==> src/rtl/vec_wb_arbiter.sv <==
// Vector writeback arbiter: two requesters (vector ALU = 0, vector load unit = 1)
// compete for a single register-file write port through one registered output slot.
//
// mux2vec: lane-wise 2:1 vector multiplexer.
//   sel  - 0 selects in0, 1 selects in1
//   in0  - vector input 0 (DEPTH lanes of WIDTH bits)
//   in1  - vector input 1
//   out  - selected vector
//
// vec_wb_arbiter:
//   clk, rst_n                 - clock, asynchronous active-low reset
//   req0_valid/ready/addr/data - requester 0 (vector ALU) writeback handshake
//   req1_valid/ready/addr/data - requester 1 (vector load unit) writeback handshake
//   wb_stall                   - register file cannot take a write this cycle
//   wb_en/addr/data/src        - registered writeback beat and owning requester index

module mux2vec #(
  parameter int unsigned WIDTH = 32,
  parameter int unsigned DEPTH = 4
) (
  input  logic             sel,
  input  logic [WIDTH-1:0] in0 [0:DEPTH-1],
  input  logic [WIDTH-1:0] in1 [0:DEPTH-1],
  output logic [WIDTH-1:0] out [0:DEPTH-1]
);

  always_comb begin
    for (int unsigned i = 0; i < DEPTH; i++) begin
      out[i] = sel ? in1[i] : in0[i];
    end
  end

endmodule

module vec_wb_arbiter #(
  parameter int unsigned WIDTH = 32,
  parameter int unsigned DEPTH = 4,
  parameter int unsigned AW    = 4
) (
  input  logic             clk,
  input  logic             rst_n,
  input  logic             req0_valid,
  output logic             req0_ready,
  input  logic [AW-1:0]    req0_addr,
  input  logic [WIDTH-1:0] req0_data [0:DEPTH-1],
  input  logic             req1_valid,
  output logic             req1_ready,
  input  logic [AW-1:0]    req1_addr,
  input  logic [WIDTH-1:0] req1_data [0:DEPTH-1],
  input  logic             wb_stall,
  output logic             wb_en,
  output logic [AW-1:0]    wb_addr,
  output logic [WIDTH-1:0] wb_data [0:DEPTH-1],
  output logic             wb_src
);

  typedef enum logic {
    StEmpty,
    StFull
  } state_e;

  state_e           state_q, state_d;
  logic [AW-1:0]    addr_q, addr_d;
  logic [WIDTH-1:0] data_q [0:DEPTH-1];
  logic [WIDTH-1:0] data_d [0:DEPTH-1];
  logic             src_q, src_d;
  logic             last_grant_q, last_grant_d;

  logic             accept;
  logic             grant;
  logic             handshake;
  logic [WIDTH-1:0] mux_out [0:DEPTH-1];

  // Grant and handshake. The slot can be refilled when empty, or when full and the
  // held beat is being written this cycle. Gating with rst_n keeps ready low in reset.
  always_comb begin
    accept = (state_q == StEmpty) || !wb_stall;
    if (req0_valid && req1_valid) begin
      grant = ~last_grant_q;
    end else begin
      grant = req1_valid;
    end
    handshake  = rst_n && accept && (req0_valid || req1_valid);
    req0_ready = handshake && !grant;
    req1_ready = handshake && grant;
  end

  mux2vec #(
    .WIDTH (WIDTH),
    .DEPTH (DEPTH)
  ) u_mux (
    .sel (grant),
    .in0 (req0_data),
    .in1 (req1_data),
    .out (mux_out)
  );

  always_comb begin
    state_d      = state_q;
    addr_d       = addr_q;
    data_d       = data_q;
    src_d        = src_q;
    last_grant_d = last_grant_q;
    if (handshake) begin
      state_d      = StFull;
      addr_d       = grant ? req1_addr : req0_addr;
      data_d       = mux_out;
      src_d        = grant;
      last_grant_d = grant;
    end else if (accept) begin
      // Held beat (if any) drains this cycle with nothing to replace it.
      state_d = StEmpty;
    end
  end

  always_ff @(posedge clk or negedge rst_n) begin
    if (!rst_n) begin
      state_q      <= StEmpty;
      addr_q       <= '0;
      src_q        <= 1'b0;
      last_grant_q <= 1'b1;  // requester 0 wins the first tie
      for (int unsigned i = 0; i < DEPTH; i++) begin
        data_q[i] <= '0;
      end
    end else begin
      state_q      <= state_d;
      addr_q       <= addr_d;
      src_q        <= src_d;
      last_grant_q <= last_grant_d;
      for (int unsigned i = 0; i < DEPTH; i++) begin
        data_q[i] <= data_d[i];
      end
    end
  end

  always_comb begin
    wb_en   = (state_q == StFull);
    wb_addr = addr_q;
    wb_src  = src_q;
    for (int unsigned i = 0; i < DEPTH; i++) begin
      wb_data[i] = data_q[i];
    end
  end

endmodule

==> config.mk <==
export PLATFORM = sky130hd
export DESIGN_NAME = vec_wb_arbiter
export DESIGN_NICKNAME = d
export VERILOG_FILES = /design/src/rtl/vec_wb_arbiter.sv
export SDC_FILE = /design/constraint.sdc
export NUM_CORES = 1
export LEC_CHECK = 0
export CAP_MARGIN = 20
export CORE_AREA = 2 2 157 159
export DETAILED_ROUTE_END_ITERATION = 8
export DIE_AREA = 0 0 159 161
export PLACE_DENSITY_LB_ADDON = 0.1
export REMOVE_ABC_BUFFERS = 1
export SYNTH_ARGS = -nofsm -noshare
export SYNTH_HDL_FRONTEND = slang
export SYNTH_SLANG_ARGS = --single-unit
==> constraint.sdc <==
create_clock -name clk -period 1.35 [get_ports clk]
set_input_delay 0.135 -clock clk [delete_from_list [all_inputs] [get_ports clk]]
set_output_delay 0.135 -clock clk [all_outputs]
set_load 0.01 [all_outputs]
==> flow_summary.ini, run 1 <==
[synthesis]
synth_top_area_cell = dfrtp_1
yosys-top-cells-count = 134 x dfrtp_1, 132 x or3_1, 123 x o221a_2
ys.flop_type = dfrtp_1
syn_inst = 471
synth_seq_area_share = 0.553
synth.area.top_cells = dfrtp_1 55%, o221a_2 23%, or3_1 14%, clkbuf_1 2.0%, buf_6 1.8%
syn_area_um2 = 6120
synth-edff-count = 0
synth_top_area_share = 0.548
ys_types = 22
synth_async_sr_flop_share = 1.00
synth_most_common_cell = dfrtp_1
ys.warnings.count = 0
ys_ff_latch = 135
syn_area_per_cell_um2 = 13.0

[clock_network]
htree_levels = 4
tritoncts = yes
cts_buffer_depth = 2
cts-root-buf = clkbuf_16
post-cts-setup-buffers = 0
cts.sinks = 135
clk_pin_slew_ps = 60
cts-buffers-inserted = 17
clkLatencyLatePin_ps = 420

[pwr]
switching_power_mw = 4.22
power_mw = 15.3
internal_power_mw = 11.1
clockPowerShare = 0.347
power_density_nw_per_um2 = 1350
power_frac_comb = 0.300
power_leakage_nw = 4.33
switching_share = 0.275
ir_drop_mv = 0.676
pwr-share-seq = 0.353

[grt]
grt_pass1_wl_mm = 39.0
grt_util_all_layers = 0.195
grt_max_degree = 77
grt-ovfl-total = 0
grt_pass1_vias = 6517
antenna_found_initial = 0

[drt]
wirelength_mm = 25.2
vias_per_cell = 4.91
routedWlPerCell_um = 20.8
drc = 0
drtPass1Iterations = 4
via_count = 5957
drt_iter0_drc = 349
antenna_left = 0

[cells_and_area]
antenna_cells = 0
finalNetCount = 1147
drive_gt1_frac = 0.233
area_delta_synth_final_pct = 85.5
final_area_um2 = 11300
instances_no_fill = 1213

[worst_setup_path]
cp-start-kind = register
worstSetupEndpointType = register
required_ps = 1650
r2r-start = last_grant_q$_DFFE_PN1P_
r2r_end = wb_data[47]$_DFFE_PN0P_
r2r_slack_ps = -200
cp_max_fo = 76
rr_worst_depth = 5
critPathKind = register to register
timing.critical_path.arrival_ps = 1850

[flow_run]
cap_viol_max_count = 0

[placed_design]
gp_congestion = 0.790
dpl_cell_area_um2 = 10800
port-buffer-count = 404
placed_cells = 1181
dp.final_hpwl_mm = 18.5

[timing]
finalHoldViolCount = 0
setup_violations = 134
timing.final.crit_share = 1.15
rsz0062_at_grt = yes
finalClockSkew_ps = 10.0
clock.fmax_mhz = 646
worst_hold_slack_ps = 163
worst_slack_ps = -197
tns_ps = -20590
finalMaxSlewViolations = 0
relSlewSlack = 0.482
min_period_ps = 1550
worstMarginPinSlew_ps = 778

[floorplan]
dieHeight_um = 161
core_area_um2 = 24000
start_util = 0.255
die_area_um2 = 25600
row_count = 57
io_pins = 405
fp.dieW_um = 159

[hold_path]
min_path_type = input pin to asynchronous set/reset pin

[status]
violations = negative setup slack
status = complete, but fails checks
cells by family after synthesis:
logic type	synth area share
AOI/OAI and AO/OA	0.252
DFF	0.553
and+or+nand+nor	0.142
buffers and inverters	0.0534
metal layers:
metal	global-route usage	vias to the layer above	share of wire
met5	0	-	0
li1	-	2732	-
met3	0.0501	35	0.068
met1	0.229	2930	0.39
met4	0.0694	0	0.023
met2	0.346	260	0.52
worst max-delay path by stage:
stage / from / endpoint / slack, ps / cells after the start
floorplan: wb_en$_DFFE_PN0P_ / wb_addr[0]$_DFFE_PN0P_ / -2200 / 3
global placement: wb_stall / req1_ready / -450 / 4
detailed placement: wb_stall / req1_ready / -500 / 4
CTS: last_grant_q$_DFFE_PN1P_ / req1_ready / -200 / 4
global route: last_grant_q$_DFFE_PN1P_ / wb_data[46]$_DFFE_PN0P_ / -240 / 5
finish: last_grant_q$_DFFE_PN1P_ / wb_data[47]$_DFFE_PN0P_ / -200 / 5
through the flow:
stage	setup slack, ps	utilization
final	-197	0.473
after global routing	-238	0.473
after CTS	-198	0.471
after detailed placement	-500	0.449
after global placement	-455	0.449
after floorplan	-2200	-
repair_timing:
| item | in CTS | in global routing |
|---|---|---|
| hold buffers | 1 | 0 |
| pin swaps | 2 | 1 |
| cloned | 0 | 0 |
| hold endpoints to repair | 5 | 0 |
| endpoints found under the setup margin | 268 | 134 |
| resized for setup | 152 | 7 |
state kept, by name, summed over array words and instances (netlist names):
signal	count
wb_addr	4
wb_src	1
wb_data	128
wb_en	1
last_grant_q	1
critical path, stage by stage, from the launching register on:
cell and delay, ps:
dfstp_2 370, buf_6 110, a21bo_4 240, buf_12 190, or3_1 340, o221a_2 130
power groups by stage:
stage,Clock (mW),Sequential [mW],Combinational (mW)
finish,5.32,5.40,4.60
global route,5.63,5.52,4.91
CTS,5.45,5.41,4.64
detailed placement,0,5.48,5.22
global placement,0,5.47,5.17
floorplan,0,5.86,1.41
placed cells by master, fill, tap and decap left out, drive strengths merged:
cell type,count
clkinvlp,1
nand2,2
dfrtp,134
clkinv,5
bufinv,6
nand3,1
clkbuf,18
a21bo,2
a21o,1
o21ai,1
nand2b,1
a31oi,1
buf,44
a21oi,1
a21boi,1
inv,1
clkdlybuf4s50,267
or3,132
dlygate4sd2,133
dlygate4sd3,1
o221a,132
nor2,3
dfstp,1
cell type report:
| type | instances | area, µm² |
|---|---|---|
| clock buffer | 18 | 429 |
| clock inverter | 12 | 228 |
| fill | 2284 | 12600 |
| inverter | 1 | 6.26 |
| multi-input combinational | 278 | 2470 |
| sequential | 135 | 3380 |
| tap | 324 | 405 |
| timing repair buffer | 445 | 4420 |
No activity file was read; power rests on OpenSTA's default activity.
==> run 2, diff against run 1 <==
==> constraint.sdc (replaced) <==
create_clock -name clk -period 1.35 [get_ports clk]
set_input_delay 0.2025 -clock clk [delete_from_list [all_inputs] [get_ports clk]]
set_output_delay 0.2025 -clock clk [all_outputs]
set_load 0.01 [all_outputs]
==> run 2 against run 1 <==
  * The run still ends with negative setup slack left
  * Highest routed layer unchanged
  * Die area unchanged
  * Clock skew down 0.78 ps
  * Hold slack better by 49 ps
  * Combinational power is 7.0% higher
  * Clock power decreased by 15%
  * First-iteration DRC count grew 0.57%
  * Via count grew 1.3%
  * Count of clock-buffer cells in the layout increased by 2
  * Register-to-register slack got worse by 50 ps
  * Critical path depth down 1
  * Non-clock buffer count rose by 6
  * Critical endpoint is now wb_data[22]$_DFFE_PN0P_
  * Total power down 2.9%
==> flow_summary.ini, run 2 (synthesis gave the netlist of run 1 again) <==
[status]
status = complete, but fails checks
violations = negative setup slack

[clock_network]
tritoncts = yes
cts_buffer_depth = 2
clk_pin_slew_ps = 70
clkLatencyLatePin_ps = 410
htree_levels = 4
cts-buffers-inserted = 17
cts.sinks = 135
cts-root-buf = clkbuf_16

[cells_and_area]
area_delta_synth_final_pct = 89.8
drive_gt1_frac = 0.240
largest_reg_flops = 128
fin_util = 0.484
instances_no_fill = 1221
num-fill-cells = 2223
layout_common_cells = 267 x clkdlybuf4s50_1, 134 x dfrtp_1, 129 x or3_1, 115 x o221a_2, 68 x dlygate4sd2_1
finalNetCount = 1153
layout.cells.most_common = clkdlybuf4s50_1
antenna_cells = 0

[floorplan]
row_count = 57
die_area_um2 = 25600
start_util = 0.255
fp.dieW_um = 159
dieHeight_um = 161
core_area_um2 = 24000
io_pins = 405

[grt]
grt_pass1_wl_mm = 37.9
grt_pass1_vias = 6257
antenna_found_initial = 0
grt-ovfl-total = 0
grt_util_all_layers = 0.189
grt_max_degree = 101

[drt]
drt_iter0_drc = 351
drtPass1Iterations = 4
via_count = 6037
drc = 0
wirelength_mm = 26.7
vias_per_cell = 4.94
routedWlPerCell_um = 21.9
antenna_left = 0

[worst_setup_path]
r2r_slack_ps = -250
critPathKind = register to register
r2r_end = wb_data[22]$_DFFE_PN0P_
rr_worst_depth = 4
worstSetupEndpointType = register
cp-start-kind = register
r2r-start = wb_en$_DFFE_PN0P_
required_ps = 1650
timing.critical_path.arrival_ps = 1900
cp_max_fo = 50

[placed_design]
port-buffer-count = 404
dp.final_hpwl_mm = 17.6
gp_congestion = 0.817
post-place-ws_ps = -626
placed_cells = 1168

[timing]
clock.fmax_mhz = 626
relSlewSlack = 0.448
finalClockSkew_ps = 9.22
finalHoldViolCount = 0
timing.final.crit_share = 1.18
setup_violations = 134
rsz0062_at_grt = yes
worstMarginPinSlew_ps = 828
min_period_ps = 1600
worst_slack_ps = -249
finalMaxSlewViolations = 0

[pwr]
power_mw = 14.9
power_leakage_nw = 4.66
ir_drop_mv = 0.725
power_density_nw_per_um2 = 1280

[hold_path]
min_path_type = input pin to asynchronous set/reset pin

[flow_run]
cap_viol_max_count = 0
==> run 2: cell count changes in the layout (fill, tap and decap cells not counted), moves of 5 or more <==
cell / change
buf_12: -10
buf_6: +5
bufinv_16: -5
clkbuf_16: +6
clkdlybuf4s15_1: +12
dlygate4sd2_1: -65
dlymetal6s2s_1: +52
o221a_2: -6
o221a_4: +6
==> run 2: timing repair <==
item	in CTS	in global routing
buffers inserted	0	8
endpoints found under the setup margin	268	200
resized for setup	103	89
hold buffers	1	1
hold endpoints to repair	1	16
pin swaps	3	5
cloned	0	11
==> run 2: worst max-delay path, cell delays in order (launching register included) <==
cell and delay, ps:
dfrtp_1 420, a21bo_4 300, buf_16 200, or3_1 390, o221a_2 140
==> run 2: metal layers <==
metal | wire [µm] | part of all wire | track usage | up-vias
li1 | - | - | - | 2755
met1 | 10400 | 0.39 | 0.216 | 2983
met2 | 13800 | 0.52 | 0.339 | 276
met3 | 1950 | 0.073 | 0.0606 | 23
met4 | 489 | 0.018 | 0.0579 | 0
met5 | 0 | 0 | 0 | -
==> run 2: layout make-up <==
type                       count  area, µm²  share of cell area
clock inverter                12        120              0.0104
sequential                   135       3380               0.291
clock buffer                  20        447              0.0385
multi-input combinational    278       2530               0.218
inverter                       1       3.75            0.000323
tap                          324        405              0.0349
timing repair buffer         451       4720               0.407
==> run 2: worst max-delay path by stage <==
stage	from	to	slack (ps)
3_5_place_dp	wb_stall	wb_data[32]$_DFFE_PN0P_	-630
5_1_grt	wb_en$_DFFE_PN0P_	req0_ready	-300
2_1_floorplan	wb_en$_DFFE_PN0P_	wb_addr[0]$_DFFE_PN0P_	-2200
4_1_cts	wb_en$_DFFE_PN0P_	req0_ready	-250
3_3_place_gp	req1_valid	req1_ready	-570
6_report	wb_en$_DFFE_PN0P_	wb_data[22]$_DFFE_PN0P_	-250
==> run 2: stage by stage <==
| step | hold WS, ps | setup TNS, ps | area [µm²] |
|---|---|---|---|
| final | 212 | -26610 | 11600 |
| after global routing | 210 | -32690 | 11600 |
| after CTS | 101 | -38670 | 11000 |
| after detailed placement | 81.9 | -74080 | 10500 |
| after global placement | 76.7 | -69510 | 10500 |
| after floorplan | -93.1 | -293360 | 5790 |
==> run 2: where the power goes <==
| part | switching, mW | leakage, nW | total (mW) | internal, mW |
|---|---|---|---|---|
| Sequential | 0.493 | 1.47 | 5.42 | 4.92 |
| Combinational | 1.94 | 2.93 | 4.92 | 2.98 |
| Clock | 1.93 | 0.260 | 4.54 | 2.61 |
==> run 3, diff against run 2 <==
--- a/config.mk
+++ b/config.mk
@@ -9,7 +9,7 @@
 export CORE_AREA = 2 2 157 159
 export DETAILED_ROUTE_END_ITERATION = 8
 export DIE_AREA = 0 0 159 161
-export PLACE_DENSITY_LB_ADDON = 0.1
+export PLACE_DENSITY = 0.73
 export REMOVE_ABC_BUFFERS = 1
 export SYNTH_ARGS = -nofsm -noshare
 export SYNTH_HDL_FRONTEND = slang
==> run 3 against run 2 <==
  * The flow still finishes with violations (negative setup slack)
  * Sequential power about the same
  * Utilization rose by 0.82 points
  * First-iteration DRC count is 1.7% higher
  * Cell area is 1.7% higher
  * Largest cell class unchanged
==> flow_summary.ini, run 3 (synthesis gave the netlist of run 1 again) <==
[worst_setup_path]
cp_max_fo = 86
crit_family = flip-flops
required_ps = 1660
worstSetupEndpointType = register
cp-start-kind = register
cp_cell_sequence = a21bo_4 > buf_12 > or3_1 > o221a_2
critical_path.max_stage_delay_ps = 440
rr_worst_depth = 4
cp.depth = 4
crit_end = wb_data[49]$_DFFE_PN0P_
critPathKind = register to register
r2r_slack_ps = -310
timing.critical_path.arrival_ps = 1970
worstSetupStartpoint = wb_en$_DFFE_PN0P_
crit_path_top_delay_cell = dfrtp_2
r2r-start = wb_en$_DFFE_PN0P_
crit_buf_inv = 1
r2r_end = wb_data[49]$_DFFE_PN0P_

[floorplan]
fp.dieW_um = 159
core_area_um2 = 24000
die_area_um2 = 25600
start_util = 0.255
dieHeight_um = 161
row_count = 57
io_pins = 405

[drt]
vias_per_cell = 4.95
via_count = 6016
drtPass1Iterations = 4
wirelength_mm = 25.9
antenna_left = 0
routedWlPerCell_um = 21.4
drc = 0
drt_iter0_drc = 357

[cells_and_area]
antenna_cells = 0
drive_gt1_frac = 0.233
final_area_um2 = 11800
instances_no_fill = 1215
layout.cells.most_common = clkdlybuf4s50_1
largest_reg_flops = 128
layout_common_cells = 268 x clkdlybuf4s50_1, 133 x dfrtp_1, 131 x or3_1, 108 x o221a_2, 67 x dlymetal6s2s_1
area_delta_synth_final_pct = 93.0
finalNetCount = 1147
fin_util = 0.492
num-fill-cells = 2162

[placed_design]
dp.final_hpwl_mm = 16.3
dpl_cell_area_um2 = 10500
placed_cells = 1163
port-buffer-count = 404
post-place-ws_ps = -637
gp_congestion = 0.801

[clock_network]
cts-root-buf = clkbuf_16
cts_buffer_depth = 2
cts.sinks = 135
cts-buffers-inserted = 17
tritoncts = yes
clkLatencyLatePin_ps = 420
clk_pin_slew_ps = 70
htree_levels = 4

[grt]
grt-ovfl-total = 0
grt_max_degree = 90
busiest_layer = met2
antenna_found_initial = 0
grt_pass1_vias = 6272
grt_use_met2 = 0.324
grt_pass1_wl_mm = 37.2
grt_util_all_layers = 0.186
globalRouteMet3Util = 0.0614
use_met1 = 0.214

[timing]
finalMaxSlewViolations = 0
rsz0062_at_grt = yes
finalHoldViolCount = 0
worst_slack_ps = -308
worstMarginPinSlew_ps = 395
tns_ps = -33660
setup_violations = 135
min_period_ps = 1660
clock.fmax_mhz = 603
finalClockSkew_ps = 12.8
relSlewSlack = 0.737
timing.final.crit_share = 1.23

[status]
status = complete, but fails checks
violations = negative setup slack

[pwr]
power_density_nw_per_um2 = 1280
power_leakage_nw = 4.82
ir_drop_mv = 0.674

[flow_run]
cap_viol_max_count = 0

[hold_path]
min_path_type = input pin to register
run 3: cell types whose count changed in the layout (fill, tap and decap cells not counted), sizes merged:
| cell | before | now |
|---|---|---|
| clkdlybuf4s50 | 267 | 268 |
| dlygate4sd2 | 68 | 55 |
| clkbuf | 27 | 25 |
| dlymetal6s2s | 52 | 67 |
| buf | 43 | 38 |
| dlygate4sd3 | 2 | 1 |
| clkinv | 2 | 4 |
| clkinvlp | 5 | 4 |
| bufinv | 1 | 2 |
| clkdlybuf4s15 | 12 | 10 |
| inv | 5 | 4 |
run 3: layout make-up:
type	count	area, µm²	area share
timing repair buffer	445	4840	0.411
sequential	135	3380	0.286
multi-input combinational	278	2580	0.219
clock buffer	19	433	0.0367
tap	324	405	0.0344
clock inverter	13	148	0.0125
inverter	1	6.26	0.000530
run 3: report_power, final:
part	internal [mW]	leakage [nW]	total (mW)	switching [mW]
Sequential	4.92	1.47	5.44	0.520
Clock	2.75	0.271	4.69	1.94
Combinational	3.09	3.07	5.02	1.93
Total	10.8	4.82	15.1	4.39
run 3: what timing repair did:
item	CTS	global route
cloned	5	8
endpoints found under the hold margin	55	0
resized for setup	97	105
pin swaps	3	7
buffers inserted	5	1
endpoints found under the setup margin	268	289
hold buffers	1	0
run 3: layer usage:
metal | part of all wire | wire length [µm]
met5 | 0 | 0
met4 | 0.028 | 716
met3 | 0.067 | 1730
met2 | 0.51 | 13200
met1 | 0.40 | 10300
run 3: worst min path at each step:
stage                     start                        to  cells after the start
after detailed placement  rst_n        wb_src$_DFFE_PN0P_                      2
after floorplan           rst_n    wb_addr[0]$_DFFE_PN0P_                      0
after CTS                 rst_n  last_grant_q$_DFFE_PN1P_                      4
after global placement    rst_n        wb_src$_DFFE_PN0P_                      2
final                     rst_n  last_grant_q$_DFFE_PN1P_                      4
after global routing      rst_n  last_grant_q$_DFFE_PN1P_                      4
run 3: per-stage QoR:
stage	hold WS (ps)	power, mW
finish	321	15.1
detailed placement	223	10.5
floorplan	-93.1	7.26
global route	343	15.8
CTS	292	15.2
global placement	219	10.4
run 3: worst reg2reg max path: cells and delay by family, from the launching register on:
kind	cells	cell delay [ps]
AND/OR/NAND/NOR	1	520
buffers and inverters	1	190
flip-flops	1	440
AO/OA/AOI/OAI	2	410
